===== config.mk =====
export PLATFORM = sky130hd
export DESIGN_NAME = sobel_edge_3x3
export DESIGN_NICKNAME = d
export VERILOG_FILES = /design/src/rtl/sobel_edge_3x3.sv
export SDC_FILE = /design/constraint.sdc
export NUM_CORES = 1
export LEC_CHECK = 0
export CORE_MARGIN = 2
export CORE_UTILIZATION = 30
export DETAILED_ROUTE_END_ITERATION = 10
export HOLD_SLACK_MARGIN = 0.08
export PLACE_DENSITY = 0.42
export SLEW_MARGIN = 20
export SYNTH_ARGS = -nofsm -noshare
export SYNTH_HDL_FRONTEND = slang
export SYNTH_SLANG_ARGS = --single-unit

===== constraint.sdc =====
create_clock -name clk -period 3.3 [get_ports clk]
set_input_delay 0.66 -clock clk [delete_from_list [all_inputs] [get_ports clk]]
set_output_delay 0.66 -clock clk [all_outputs]
set_load 0.01 [all_outputs]

===== src/rtl/sobel_edge_3x3.sv =====
// 3x3 Sobel edge detector: builds a window from the current row plus two line-buffer rows,
// thresholds |Gx|+|Gy| to a binary pixel and delays de/hs/vs by the same 5-clock latency.
module sobel_edge_3x3 #(
    parameter int   DW     = 8,
    parameter int   CW     = 11,
    parameter logic VS_POL = 1'b1
) (
    input  logic          clk,
    input  logic          rst_n,
    input  logic          de_i,
    input  logic          hs_i,
    input  logic          vs_i,
    input  logic [DW-1:0] cur_i,
    input  logic [DW-1:0] row1_i,
    input  logic [DW-1:0] row2_i,
    input  logic [CW-1:0] threshold_i,
    output logic          de_o,
    output logic          hs_o,
    output logic          vs_o,
    output logic [DW-1:0] edge_o
);

    localparam int SW = DW + 2;
    localparam int MW = DW + 3;
    localparam int KW = (MW > CW) ? MW : CW;
    localparam logic [CW-1:0] CNT_MAX = '1;

    // Streaming interface, no back-pressure: a pixel is present whenever de_i=1 and every
    // stage advances each clock; de/hs/vs travel alongside the data as sideband.

    // S0: align the current row with the line-buffer rows, which arrive one clock later.
    logic [DW-1:0] cur_d;
    logic          de_d, hs_d, vs_d;

    always_ff @(posedge clk) begin
        if (!rst_n) begin
            cur_d <= '0;
            de_d  <= 1'b0;
            hs_d  <= 1'b0;
            vs_d  <= 1'b0;
        end else begin
            cur_d <= cur_i;
            de_d  <= de_i;
            hs_d  <= hs_i;
            vs_d  <= vs_i;
        end
    end

    // S1: window, position counters and per-frame threshold.
    logic [DW-1:0] p11, p12, p13, p21, p22, p23, p31, p32, p33;
    logic          de_w, hs_w, vs_w, valid_w, vs_prev;
    logic [CW-1:0] col_cnt, row_cnt, thr_q;
    logic          frame_start, de_fall;

    assign frame_start = (vs_d == VS_POL) && (vs_prev != VS_POL);
    assign de_fall     = de_w && !de_d;

    always_ff @(posedge clk) begin
        if (!rst_n) begin
            p11     <= '0; p12 <= '0; p13 <= '0;
            p21     <= '0; p22 <= '0; p23 <= '0;
            p31     <= '0; p32 <= '0; p33 <= '0;
            de_w    <= 1'b0;
            hs_w    <= 1'b0;
            vs_w    <= 1'b0;
            valid_w <= 1'b0;
            vs_prev <= ~VS_POL;
            col_cnt <= '0;
            row_cnt <= '0;
            thr_q   <= '0;
        end else begin
            de_w    <= de_d;
            hs_w    <= hs_d;
            vs_w    <= vs_d;
            vs_prev <= vs_d;
            // Border pixels lack a full neighbourhood, so they never produce an edge.
            valid_w <= de_d && (row_cnt >= CW'(2)) && (col_cnt >= CW'(2));
            if (de_d) begin
                p11 <= p12; p12 <= p13; p13 <= row2_i;
                p21 <= p22; p22 <= p23; p23 <= row1_i;
                p31 <= p32; p32 <= p33; p33 <= cur_d;
                if (col_cnt != CNT_MAX) col_cnt <= col_cnt + 1'b1;
            end else begin
                col_cnt <= '0;
            end
            // Frame start outranks a same-cycle end of line.
            if (frame_start) begin
                row_cnt <= '0;
                thr_q   <= threshold_i;
            end else if (de_fall && row_cnt != CNT_MAX) begin
                row_cnt <= row_cnt + 1'b1;
            end
        end
    end

    // S2: positive and negative halves of both kernels, kept unsigned.
    logic [SW-1:0] gx_p, gx_n, gy_p, gy_n;
    logic          de_s2, hs_s2, vs_s2, valid_s2;

    always_ff @(posedge clk) begin
        if (!rst_n) begin
            gx_p     <= '0;
            gx_n     <= '0;
            gy_p     <= '0;
            gy_n     <= '0;
            de_s2    <= 1'b0;
            hs_s2    <= 1'b0;
            vs_s2    <= 1'b0;
            valid_s2 <= 1'b0;
        end else begin
            gx_p     <= SW'(p13) + (SW'(p23) << 1) + SW'(p33);
            gx_n     <= SW'(p11) + (SW'(p21) << 1) + SW'(p31);
            gy_p     <= SW'(p31) + (SW'(p32) << 1) + SW'(p33);
            gy_n     <= SW'(p11) + (SW'(p12) << 1) + SW'(p13);
            de_s2    <= de_w;
            hs_s2    <= hs_w;
            vs_s2    <= vs_w;
            valid_s2 <= valid_w;
        end
    end

    // S3: absolute gradients.
    logic [SW-1:0] ax, ay;
    logic          de_s3, hs_s3, vs_s3, valid_s3;

    always_ff @(posedge clk) begin
        if (!rst_n) begin
            ax       <= '0;
            ay       <= '0;
            de_s3    <= 1'b0;
            hs_s3    <= 1'b0;
            vs_s3    <= 1'b0;
            valid_s3 <= 1'b0;
        end else begin
            ax       <= (gx_p >= gx_n) ? (gx_p - gx_n) : (gx_n - gx_p);
            ay       <= (gy_p >= gy_n) ? (gy_p - gy_n) : (gy_n - gy_p);
            de_s3    <= de_s2;
            hs_s3    <= hs_s2;
            vs_s3    <= vs_s2;
            valid_s3 <= valid_s2;
        end
    end

    // S4: magnitude and strict threshold compare.
    logic [MW-1:0] mag;
    logic [KW-1:0] mag_k, thr_k;

    assign mag   = MW'(ax) + MW'(ay);
    assign mag_k = KW'(mag);
    assign thr_k = KW'(thr_q);

    always_ff @(posedge clk) begin
        if (!rst_n) begin
            edge_o <= '0;
            de_o   <= 1'b0;
            hs_o   <= 1'b0;
            vs_o   <= 1'b0;
        end else begin
            edge_o <= (valid_s3 && (mag_k > thr_k)) ? '1 : '0;
            de_o   <= de_s3;
            hs_o   <= hs_s3;
            vs_o   <= vs_s3;
        end
    end

endmodule


==> results.json <==
{
  "diodes": 0,
  "vias": 7346,
  "synth_seq_cells": 192,
  "ant_nets": 0,
  "worst_slack_ns": 0.461,
  "hold_viol_final": 0,
  "area_growth_pct": 14.5,
  "seq_area_frac_synth_pct": 36.7,
  "drv_cap": 0,
  "fin_tns_setup_ns": 0,
  "cp_max_fo": 2,
  "grt_antenna_before_repair": 0,
  "fin_skew_ns": 0.0125,
  "wl_per_cell_um": 14.8,
  "place_ws_ns": 0.466,
  "die_h_um": 191,
  "cp_slowest_stage_delay_ns": 0.41,
  "grt_pass1_wl_mm": 39.4,
  "drc_errors": 0,
  "cp_common_cell": "a21oi_1",
  "die_area_mm2": 0.0365,
  "post_cts_resized": 0,
  "cts_setup_buffers": 0,
  "async_reset_ff_share_pct": 0,
  "relSlewSlack_pct": 48.7,
  "cp-start-kind": "register",
  "vias_per_cell": 4.59,
  "ctsHoldBuffers": 0,
  "drive_above_1_share_pct": 4.88,
  "place_hpwl_mm": 17.8,
  "crit_path_top_delay_cell": "fa_1",
  "hold_path_class": "reg2reg",
  "grt_start_max_net_pins": 66,
  "cts.reportedPaths.clkPinSlew_ns": 0.07,
  "power_leakage_uw": 0.00509,
  "synth-edff-count": 0,
  "cts_tree": "yes",
  "netlist_area_mm2": 0.0105,
  "port_buffers": 50,
  "status": "completed",
  "placedCellCount": 1570,
  "grt_util_all_layers_pct": 13.8,
  "cp.arrival_ns": 3.16,
  "die_x_um": 191,
  "clkLatencyLatePin_ns": 0.45,
  "cp_data_required_time_ns": 3.62,
  "final_cells": 1602,
  "cp_cell_sequence": "ha_1 -> fa_1 -> a21o_1 -> a21oi_1 -> inv_1 -> a21oi_1 -> o21a_1 -> xnor2_1 -> ha_1 -> a21o_1 -> a21o_1 -> a21oi_1 -> a21oi_1",
  "fillers": 3568,
  "nets": 1310,
  "synth_top_area_share_pct": 36.7,
  "core-area_mm2": 0.0345,
  "initial_utilization_pct": 30.4,
  "power_density_mw_per_mm2": 487,
  "cp_top_family": "compound AO/OA/AOI/OAI gates",
  "cts_buffers": 17,
  "synth_nets": 1280,
  "place_area_mm2": 0.0114,
  "wirelength_mm": 23.6,
  "period_share_pct": 86.0,
  "final_area_mm2": 0.0120,
  "yosysMostFrequentCell": "dfxtp_1",
  "boundaryPins": 51,
  "clockBufferDepth": 2,
  "drtIter0Drc": 296,
  "dr.pass1.iters": 4,
  "setup.worst_path.class": "reg2reg",
  "final_core_util_pct": 34.8,
  "synthCells": 1104,
  "synth_area_leader_cell": "dfxtp_1",
  "synthTopCellsByArea": "dfxtp_1 37%, ha_1 12%, mux2i_1 9.4%",
  "vdd_drop_max_uv": 365,
  "cts_htree_levels": 4,
  "worst_slew_pin_slew_ns": 0.768,
  "synth_common_cells": "192 x dfxtp_1, 135 x nor2_1, 99 x ha_1",
  "overflow": 0,
  "rsz0062_at_grt": "no",
  "gp_congestion": 0.757,
  "worstSetupEndpointType": "register",
  "setup_viol_count_final": 0,
  "yosys_warnings": 0,
  "synthFlopType": "dfxtp_1",
  "grt_pass1_vias": 7363,
  "synth.distinct_cells": 59,
  "fin_crit_ns": 2.84,
  "regToRegSetupSlack_ns": 0.46,
  "worst-path-buf-inv": 1,
  "avgSynthCellArea_um2": 9.50,
  "clkSinkCount": 192,
  "std_cell_rows": 68,
  "slew_viol_final": 0,
  "root_buffer": "clkbuf_16",
  "fmaxAchievable_mhz": 352
}
[where the power goes]
group | internal, uW | switching [uW] | total, uW | leakage [uW]
clock network | 1160 | 939 | 2100 | 0.000283
registers | 2420 | 79.5 | 2500 | 0.00156
logic | 582 | 656 | 1240 | 0.00324
[layer usage]
layer / share of wire [%] / wire length, um / track usage, % / vias to the layer above
met4: 1.2 / 281 / 4.17 / 0
met5: 0 / 0 / 0 / -
met2: 45 / 10700 / 22.3 / 94
met1: 51 / 12100 / 18.8 / 3421
li1: - / - / - / 3814
met3: 2.7 / 634 / 2.55 / 17
[flip-flops by register name (all words and copies together), names as in the netlist, 8 cells and up]
register  flops
p13           8
p22           8
p11           8
p12           8
gx_p         10
p32           8
gx_n         10
ax           10
ay           10
col_cnt      11
p31           8
p23           8
cur_d         8
row_cnt      11
p33           8
thr_k        11
gy_p         10
gy_n         10
p21           8
[final timing paths]
kind / start / to / depth (start not counted)
worst min register to register: vs_s3 / vs_o / 1
worst min-delay path: vs_s3 / vs_o / 1
worst max-delay path: ax[0] / edge_o[6] / 13
worst max register to register: ax[0] / edge_o[6] / 13
[through the flow]
stage	hold slack [ns]	power, uW
after global routing	0.462	6190
after global placement	0.415	3800
final	0.432	5840
after CTS	0.435	5950
after floorplan	0.412	3480
after detailed placement	0.418	3800
[cell type report]
type	count	area, um^2	share of cell area [%]
multi-input combinational	783	6110	50.9
clock buffer	20	457	3.81
clock inverter	12	133	1.11
sequential	192	3850	32.1
tap	455	569	4.74
inverter	83	314	2.62
timing repair buffer	57	573	4.77
[placed cells by master (no fill, tap or decap), drive strengths merged, types with 5 or more instances in the layout]
master         count
and2              39
fa                37
a31oi              9
a211oi            13
nor3              24
nor2b             16
a221oi             7
nand2             66
mux2i             98
a21boi             5
a211o              5
nand4             10
nor2             135
clkdlybuf4s50     49
o211ai             9
inv               86
a21o              28
nand3              7
clkbuf            20
ha                99
buf                8
xor2              16
and3               8
o21ai             19
xnor2             15
a21oi             45
dfxtp            192
o21a              17
nand2b            16
a2111oi            5
[cells by family (layout without fill, tap and decap cells)]
logic type | count (synthesis) | in the layout | synth area share, %
xor gates and xnor gates | 31 | 31 | 2.59
AOI/OAI and AO/OA | 183 | 183 | 12.4
DFF | 192 | 192 | 36.7
and+or+nand+nor | 335 | 335 | 15.0
adders and majority gates | 136 | 136 | 18.9
buffers and inverters | 129 | 172 | 5.06
muxes | 98 | 98 | 9.36
Note: power is estimated with default switching activity, not from simulation.
